==> config.mk <==
export PLATFORM = sky130hd
export DESIGN_NAME = exibidor_sequencia_flat
export DESIGN_NICKNAME = d
export VERILOG_FILES = /design/src/rtl/pj_pkg.sv /design/src/rtl/exibidor_sequencia_if.sv /design/src/rtl/contador_m.sv /design/src/rtl/exibidor_sequencia.sv /design/src/flat_wrapper.sv
export SDC_FILE = /design/constraint.sdc
export NUM_CORES = 1
export LEC_CHECK = 0
export CORE_MARGIN = 8
export CORE_UTILIZATION = 50
export CTS_BUF_LIST = sky130_fd_sc_hd__clkbuf_8
export DETAILED_ROUTE_END_ITERATION = 8
export GPL_TIMING_DRIVEN = 1
export PLACE_DENSITY_LB_ADDON = 0.25
export RECOVER_POWER = 50
export REMOVE_ABC_BUFFERS = 1
export SYNTH_ARGS = -nofsm -noshare
export SYNTH_HDL_FRONTEND = slang
export SYNTH_SLANG_ARGS = --single-unit
==> constraint.sdc <==
create_clock -name clock -period 2.2 [get_ports clock]
set_clock_uncertainty 0.05 [all_clocks]
set_input_delay 0.44 -clock clock [delete_from_list [all_inputs] [get_ports clock]]
set_output_delay 0.44 -clock clock [all_outputs]
set_load 0.05 [all_outputs]
==> src/rtl/pj_pkg.sv <==
// Shared definitions for the sequence display block: state encoding,
// word geometry and the permutation check used when a word is captured.
package pj_pkg;

    localparam int N_ITENS = 4;
    localparam int IDX_W   = 2;
    localparam int WORD_W  = N_ITENS * IDX_W;

    typedef enum logic [2:0] {
        OCIOSO  = 3'd0,
        CARREGA = 3'd1,
        MOSTRA  = 3'd2,
        PAUSA   = 3'd3,
        FIM     = 3'd4
    } estado_t;

    // Image index stored in slot k of a permutation word.
    function automatic logic [IDX_W-1:0] campo(input logic [WORD_W-1:0] w, input int k);
        return w[k*IDX_W +: IDX_W];
    endfunction

    // True when every slot holds a different index.
    function automatic bit perm_valida(input logic [WORD_W-1:0] w);
        bit ok;
        ok = 1'b1;
        for (int i = 0; i < N_ITENS; i++) begin
            for (int j = i + 1; j < N_ITENS; j++) begin
                if (campo(w, i) == campo(w, j)) ok = 1'b0;
            end
        end
        return ok;
    endfunction

endpackage

==> src/rtl/exibidor_sequencia_if.sv <==
// Control and display bundle between the game FSM/datapath and the
// sequence display block.
interface exibidor_sequencia_if;
    import pj_pkg::*;

    logic                 iniciar;
    logic                 abortar;
    logic [WORD_W-1:0]    indices;
    logic [N_ITENS-1:0]   leds;
    logic [IDX_W-1:0]     img_atual;
    logic [IDX_W-1:0]     posicao;
    logic                 ativo;
    logic                 fim;
    logic                 erro;
    logic [2:0]           db_estado;

    modport master (
        output iniciar, abortar, indices,
        input  leds, img_atual, posicao, ativo, fim, erro, db_estado
    );

    modport slave (
        input  iniciar, abortar, indices,
        output leds, img_atual, posicao, ativo, fim, erro, db_estado
    );

endinterface

==> src/rtl/contador_m.sv <==
// Saturating modulo-M up counter with asynchronous and synchronous clears.
// It holds at M-1 instead of wrapping so an idle phase can never alias a
// fresh one.
module contador_m #(
    parameter int M = 16,
    parameter int N = (M > 1) ? $clog2(M) : 1
) (
    input  logic         clock,
    input  logic         zera_as_i,
    input  logic         zera_s_i,
    input  logic         conta_i,
    output logic [N-1:0] valor_o
);

    localparam logic [N-1:0] TOPO = N'(M - 1);

    logic [N-1:0] cnt_q;

    // Count up while enabled, stopping at the top value.
    always_ff @(posedge clock or posedge zera_as_i) begin
        if (zera_as_i) begin
            cnt_q <= '0;
        end else if (zera_s_i) begin
            cnt_q <= '0;
        end else if (conta_i && (cnt_q != TOPO)) begin
            cnt_q <= cnt_q + N'(1);
        end
    end

    assign valor_o = cnt_q;

endmodule

==> src/rtl/exibidor_sequencia.sv <==
// Sequence display: captures a permutation word on start, validates it,
// then shows the four images one-hot on the LEDs with a blank gap after
// each, and pulses fim at the end (with erro for an invalid word).
module exibidor_sequencia
    import pj_pkg::*;
#(
    parameter int TEMPO_IMG   = 5000,
    parameter int TEMPO_PAUSA = 1000
) (
    input  logic                 clock,
    input  logic                 reset,
    exibidor_sequencia_if.slave  bus
);

    localparam int TEMPO_MAX = (TEMPO_IMG > TEMPO_PAUSA) ? TEMPO_IMG : TEMPO_PAUSA;
    localparam int TMR_W     = (TEMPO_MAX > 1) ? $clog2(TEMPO_MAX) : 1;
    localparam logic [TMR_W-1:0] ULT_IMG   = TMR_W'(TEMPO_IMG - 1);
    localparam logic [TMR_W-1:0] ULT_PAUSA = TMR_W'(TEMPO_PAUSA - 1);
    localparam logic [IDX_W-1:0] ULT_POS   = IDX_W'(N_ITENS - 1);

    estado_t           estado_q, estado_d;
    logic [WORD_W-1:0] reg_idx_q;
    logic [IDX_W-1:0]  pos_q;
    logic              erro_q;
    logic [TMR_W-1:0]  tempo;
    logic              troca;
    logic [IDX_W-1:0]  img_sel;

    // Phase timer: restarts from zero on every state change.
    contador_m #(
        .M (TEMPO_MAX),
        .N (TMR_W)
    ) u_timer (
        .clock     (clock),
        .zera_as_i (reset),
        .zera_s_i  (troca),
        .conta_i   (1'b1),
        .valor_o   (tempo)
    );

    // Next-state selection; abort overrides everything outside OCIOSO.
    always_comb begin
        // NOTE: default assignment first, so no path leaves estado_d unassigned (no latch).
        estado_d = estado_q;
        case (estado_q)
            OCIOSO:  if (bus.iniciar && !bus.abortar) estado_d = CARREGA;
            CARREGA: estado_d = perm_valida(reg_idx_q) ? MOSTRA : FIM;
            MOSTRA:  if (tempo == ULT_IMG) estado_d = PAUSA;
            PAUSA:   if (tempo == ULT_PAUSA) estado_d = (pos_q == ULT_POS) ? FIM : MOSTRA;
            FIM:     estado_d = OCIOSO;
            default: estado_d = OCIOSO;
        endcase
        if ((estado_q inside {CARREGA, MOSTRA, PAUSA}) && bus.abortar) estado_d = OCIOSO;
    end

    assign troca = (estado_d != estado_q);

    // State register plus captured word, slot counter and error flag.
    always_ff @(posedge clock or posedge reset) begin
        if (reset) begin
            estado_q  <= OCIOSO;
            reg_idx_q <= '0;
            pos_q     <= '0;
            erro_q    <= 1'b0;
        end else begin
            // NOTE: non-blocking assignments so every register samples pre-edge values.
            estado_q <= estado_d;
            case (estado_q)
                OCIOSO: begin
                    if (estado_d == CARREGA) begin
                        reg_idx_q <= bus.indices;
                        pos_q     <= '0;
                        erro_q    <= 1'b0;
                    end
                end
                CARREGA: if (estado_d == FIM) erro_q <= 1'b1;
                PAUSA:   if (estado_d == MOSTRA) pos_q <= pos_q + IDX_W'(1);
                default: ;
            endcase
        end
    end

    // Outputs decoded from registered state only.
    assign img_sel       = campo(reg_idx_q, int'(pos_q));
    assign bus.leds      = (estado_q == MOSTRA) ? (N_ITENS'(1) << img_sel) : '0;
    assign bus.img_atual = (estado_q == MOSTRA) ? img_sel : '0;
    assign bus.posicao   = (estado_q == OCIOSO) ? '0 : pos_q;
    assign bus.ativo     = (estado_q == CARREGA) || (estado_q == MOSTRA) || (estado_q == PAUSA);
    assign bus.fim       = (estado_q == FIM);
    assign bus.erro      = erro_q;
    assign bus.db_estado = estado_q;

endmodule

==> src/flat_wrapper.sv <==
// flat-port wrapper written by rule: the top's interface ports become plain ports
module exibidor_sequencia_flat import pj_pkg::*;
#(
    parameter int TEMPO_IMG   = 5000,
    parameter int TEMPO_PAUSA = 1000
)
  (clock, reset, bus_iniciar, bus_abortar, bus_indices, bus_leds, bus_img_atual, bus_posicao, bus_ativo, bus_fim, bus_erro, bus_db_estado);
  exibidor_sequencia_if bus_i ();
  input  logic clock;
  input  logic reset;
  input wire logic [$bits(bus_i.iniciar)-1:0] bus_iniciar;
  input wire logic [$bits(bus_i.abortar)-1:0] bus_abortar;
  input wire logic [$bits(bus_i.indices)-1:0] bus_indices;
  output wire logic [$bits(bus_i.leds)-1:0] bus_leds;
  output wire logic [$bits(bus_i.img_atual)-1:0] bus_img_atual;
  output wire logic [$bits(bus_i.posicao)-1:0] bus_posicao;
  output wire logic [$bits(bus_i.ativo)-1:0] bus_ativo;
  output wire logic [$bits(bus_i.fim)-1:0] bus_fim;
  output wire logic [$bits(bus_i.erro)-1:0] bus_erro;
  output wire logic [$bits(bus_i.db_estado)-1:0] bus_db_estado;
  assign bus_i.iniciar = bus_iniciar;
  assign bus_i.abortar = bus_abortar;
  assign bus_i.indices = bus_indices;
  assign bus_leds = bus_i.leds;
  assign bus_img_atual = bus_i.img_atual;
  assign bus_posicao = bus_i.posicao;
  assign bus_ativo = bus_i.ativo;
  assign bus_fim = bus_i.fim;
  assign bus_erro = bus_i.erro;
  assign bus_db_estado = bus_i.db_estado;
  exibidor_sequencia #(.TEMPO_IMG(TEMPO_IMG), .TEMPO_PAUSA(TEMPO_PAUSA)) u_core (.clock(clock), .reset(reset), .bus(bus_i));
endmodule
# After elaboration in Yosys (flattened, before gate mapping)
# Index checks and enable logic that the tools add are counted.
# totals
inputBits	12
word_cells	68
ram_bits	0
memories	0
ff_bits	27
output_inout_bits	14
romBits	0
latchBits	0
# classes
n_lt_le_gt_ge	0
n_reduce_logical	13
n_addsub	2
muxes	25
n_eq_ne	21
n_bitwise	0
n_div	0
multipliers	0
n_shift	2
# ops
operator	count
$mux 13	2
$mux 3	6
$add 13x1->13 const B	1
$eq 13x10->1 const B	1
$eq 13x13->1 const B	1
$ne 13x13->1 const B	1
$eq 2x2->1	6
$pmux 3 s4	1
$eq 3x2->1 const B	3
$mux 1	9
$mux 2	4
$shiftx 8x4->2	1
$eq 3x1->1 const B	2
$eq 3x3->1 const B	2
$reduce_and 3->1	2
$reduce_bool 2->1	3
$mux 4	1
$ne 2x2->1 const B	2
$pmux 2 s2	1
$shl 1x2->4 const A	1
$logic_not 3->1	1
$ne 3x3->1	1
$reduce_bool 3->1	1
$add 2x1->2 const B	1
other kinds (7)	9

# Logic depth before layout (Yosys ltp)
# logic_depth
depth_word	14
depth_mapped	7
mapped_depth_nobuf	5

# By module
# A second synthesis with hierarchy kept.
# hier_totals
hier_cells	166
hier_area_um2	1657.8
# by_module_without_submodules
module	n_inst	area_each_um2	seq_area_each_um2	cells_per_inst
exibidor_sequencia	1	953.4	350.3	95
contador_m	1	704.4	325.3	71

# Worst setup path after synthesis
# OpenSTA, ideal clock, no wires.
# synth_path
kind	register to output
start	register u_core.estado_q[1] (netlist: u_core.bus.db_estado[1])
end	output port bus_leds[1]
n_path_buf	1
path_stages_with_launch	4
arrival_ps	2276
t_required_ps	1710
slack_ps	-566
cell_sequence	dfrtp_1 -> clkbuf_1 -> and3_1 -> nor2b_1
# synth_via
elab_chain_cells	2
# synth_lines
element	line_no	text
from (decl)	exibidor_sequencia.sv:21	estado_t estado_q, estado_d;
from (signal assigned)	exibidor_sequencia.sv:67	estado_q <= estado_d;
$eq 3x2->1	exibidor_sequencia.sv:85	assign bus.leds = (estado_q == MOSTRA) ? (N_ITENS'(1) << img_sel) : '0;
$mux 4	exibidor_sequencia.sv:85	
to (decl)	flat_wrapper.sv:14	output wire logic [$bits(bus_i.leds)-1:0] bus_leds;
# Every way passes these cells.

# Worst setup path in the final report
# layout_path
start	register u_core.reg_idx_q[4]
end	output port bus_leds[3]
# layout_via
elab_chain_cells	3
# layout_lines
element	line_no	text
from (decl)	exibidor_sequencia.sv:22	logic [WORD_W-1:0] reg_idx_q;
from (signal assigned)	exibidor_sequencia.sv:71	reg_idx_q <= bus.indices;
$shiftx 8x4->2	pj_pkg.sv:19	return w[k*IDX_W +: IDX_W];
$shl 1x2->4	exibidor_sequencia.sv:85	
$mux 4	exibidor_sequencia.sv:85	
# Every way passes these cells.

==> run summary <==
max capacitance violation total = 0
Skew-Pair Late Insertion Delay = 280 ps
Top Ports = 26
top fanout value on the critical path = 5
Least-Margin Pin Slew = 678 ps
Startpoint Class = flop
Tmin final = 2240 ps
clk buf depth = 2
FF-to-FF Start = u_core.u_timer.valor_o[11]
layout net count = 219
initial core utilization = 52.6%
total track usage = 16.4%
Core Area = 0.00305 mm²
final max-slew violation count = 0
initial antenna violation count = 0
Worst R2R Path Depth = 4
Avg Cell Area, Syn = 10.3 µm²
Fin. Hold Viols = 0
first-pass iteration count of the detailed router = 4
internal power = 1360 µW
CTS H-tree depth = 1
Lkg Pwr = 0.000873 µW
dpl cell area = 0.00202 mm²
layout cells sized above 1 = 34.3%
share of power burned in the clock network = 12.2%
Post-DRT Antenna Nets = 0
hold depth = 1
number of buffers created by CTS = 3
Syn. warnings = 0
critical path endpoint category = output pin
PD cells = 1080 mW/mm²
WL per Instance = 17.0 µm
fmax = 447 MHz
fin crit share = 102%
Starting DRT DRC Count = 77
Post-Syn Area = 0.00161 mm²
grt total ovfl = 0
count of different cell masters after synthesis = 40
register share of total power = 34.1%
worst-case vdd ir drop = 0.834 mV
Port Buffers = 25
vias in the first global route = 1426
# diodes = 0
TritonCTS clock tree = yes
HP Start = u_core.bus.erro
Total Wirelength = 4230 µm
Place WS = 11.1 ps
global-route wire length before repair = 6880 µm
Worst EP arrival = 1750 ps
# rows = 20
status = complete, but fails checks
fill cell count = 226
combinational power share = 53.6%
register bit count reported by yosys = 27
Root Buffer = clkbuf_8
Setup Viol. Count Final = 4
Gate Count Post-Synth = 156
unrepaired setup endpoints after global routing = yes
Hold WC Path Type = reg -> reg
Psw = 1010 µW
Chip Height = 72.7 µm
P&R area growth vs syn = 37.3%
Residual DRC = 0
crit path setup slack, layout = -35.7 ps
Clock transition at path regs = 100 ps
CP Class = reg -> out
Via Count = 1403
DIE WIDTH = 72.7 µm
failing checks = negative setup slack
placed wire-length estimate = 2910 µm
sequential area share after synthesis = 42.1%
# clock sinks = 27
largest net degree at the start of global routing = 28
CP startpoint = u_core.reg_idx_q[4]
Design Area, Final = 0.00220 mm²
Hold WS = 474 ps
worst path required time = 1710 ps
Final GP Congestion = 0.922
Via density = 5.66
Net Sw Frac = 42.7%
die footprint = 0.00528 mm²
Slew headroom = 54.8%
==> per-layer routing <==
metal / up-vias / GRT usage (%) / wire length (µm)
met2: 45 / 27.3 / 2170
met4: 0 / 9.11 / 146
met3: 17 / 3.98 / 191
li1: 656 / - / -
met1: 685 / 18.7 / 1720
met5: - / 0 / 0
==> layout by cell type (no fill, tap or decap), types with 6 or more instances in the layout <==
cell,n
buf_4,23
clkdlybuf4s50_1,12
dfrtp_1,19
dfrtp_2,8
mux2_2,8
nand2_1,11
nand3_1,6
nor2_1,10
nor3_1,15
xnor2_1,8
xor2_1,14
==> registers in the layout (all words and copies together) (netlist names) <==
register and flops:
u_core.bus.erro 1, u_core.pos_q 2, u_core.reg_idx_q 8, u_core.bus.db_estado 3, u_core.u_timer.valor_o 13
==> stage by stage <==
step	instances	TNS, ps	total power [µW]	util [%]
after floorplan	150	-4560	1480	-
after global placement	234	0	1770	66.1
after detailed placement	234	0	1850	66.1
after CTS	239	-161	2180	69.3
after global routing	248	-267	2500	72.2
final	248	-91.6	2370	72.2
==> path summary, 6_finish.rpt <==
path | slack (ps) | end
max in group asynchronous | 900 | u_core.reg_idx_q[2]
hold / removal | 470 | u_core.bus.erro
setup reg to reg | 80 | u_core.pos_q[0]
min in group asynchronous | 720 | u_core.reg_idx_q[1]
hold reg to reg | 470 | u_core.bus.erro
setup / recovery | -40 | bus_leds[3]
==> synth_stat cells, drive strengths merged <==
master / number / area share [%]
a211oi: 1 / 0.47
a21oi: 2 / 0.62
a22o: 1 / 0.55
a32oi: 1 / 1.0
and2: 3 / 1.2
and3: 2 / 0.78
buf: 3 / 1.7
clkbuf: 3 / 0.70
dfrtp: 27 / 42
ha: 2 / 1.6
inv: 5 / 1.2
mux2: 8 / 5.6
mux2i: 3 / 1.9
mux4: 2 / 2.8
nand2: 11 / 2.6
nand3: 6 / 1.9
nand3b: 1 / 0.47
nand4: 1 / 0.39
nor2: 10 / 2.3
nor2b: 4 / 1.6
nor3: 16 / 5.0
nor3b: 2 / 1.2
nor4: 4 / 1.9
o211ai: 1 / 0.47
o21ai: 1 / 0.31
o22ai: 3 / 1.2
o2bb2ai: 1 / 0.55
o31a: 1 / 0.55
o31ai: 2 / 1.8
or3: 2 / 0.78
or3b: 1 / 0.55
or4: 3 / 1.6
or4bb: 1 / 0.70
xnor2: 8 / 4.4
xor2: 14 / 7.6
==> power groups by stage <==
stage	sequential, µW	combinational (µW)	clock [µW]
final	808	1270	290
after global routing	826	1350	321
after floorplan	860	619	0
after global placement	793	980	0
after CTS	804	1080	296
after detailed placement	814	1030	0
==> critical path: stages, from the launching register on <==
cell     delay (ps)
dfrtp_1         470
mux4_2          530
and3_4          180
and2_4          140
buf_8           140
==> final cells by class <==
type	instances	area [µm²]	share of cell area, %
Clock buffer	3	41.3	1.87
Clock inverter	1	7.51	0.341
Inverter	5	18.8	0.852
Multi-Input combinational cell	118	908	41.2
Sequential cell	27	686	31.1
Tap cell	44	55.1	2.50
Timing Repair Buffer	50	487	22.1
==> timing repair <==
action                                  in CTS  in global routing
pin swaps                                    3                  0
gates resized for setup                     10                 13
endpoints found under the setup margin       5                  9
hold buffers                                 0                  0
buffers inserted                             1                  9
==> cell families (layout without fill, tap and decap cells) <==
group / count (synthesis) / after routing / share of synthesized area (%)
flip-flops: 27 / 27 / 42.1
buffers and inverters: 11 / 59 / 3.59
AND/OR/NAND/NOR: 67 / 67 / 23.0
adder cells (fa/ha/maj): 2 / 2 / 1.56
multiplexers: 13 / 13 / 10.3
AO/OA/AOI/OAI: 14 / 14 / 7.48
XOR/XNOR: 22 / 22 / 12.0
Note: power is estimated with default switching activity, not from simulation.
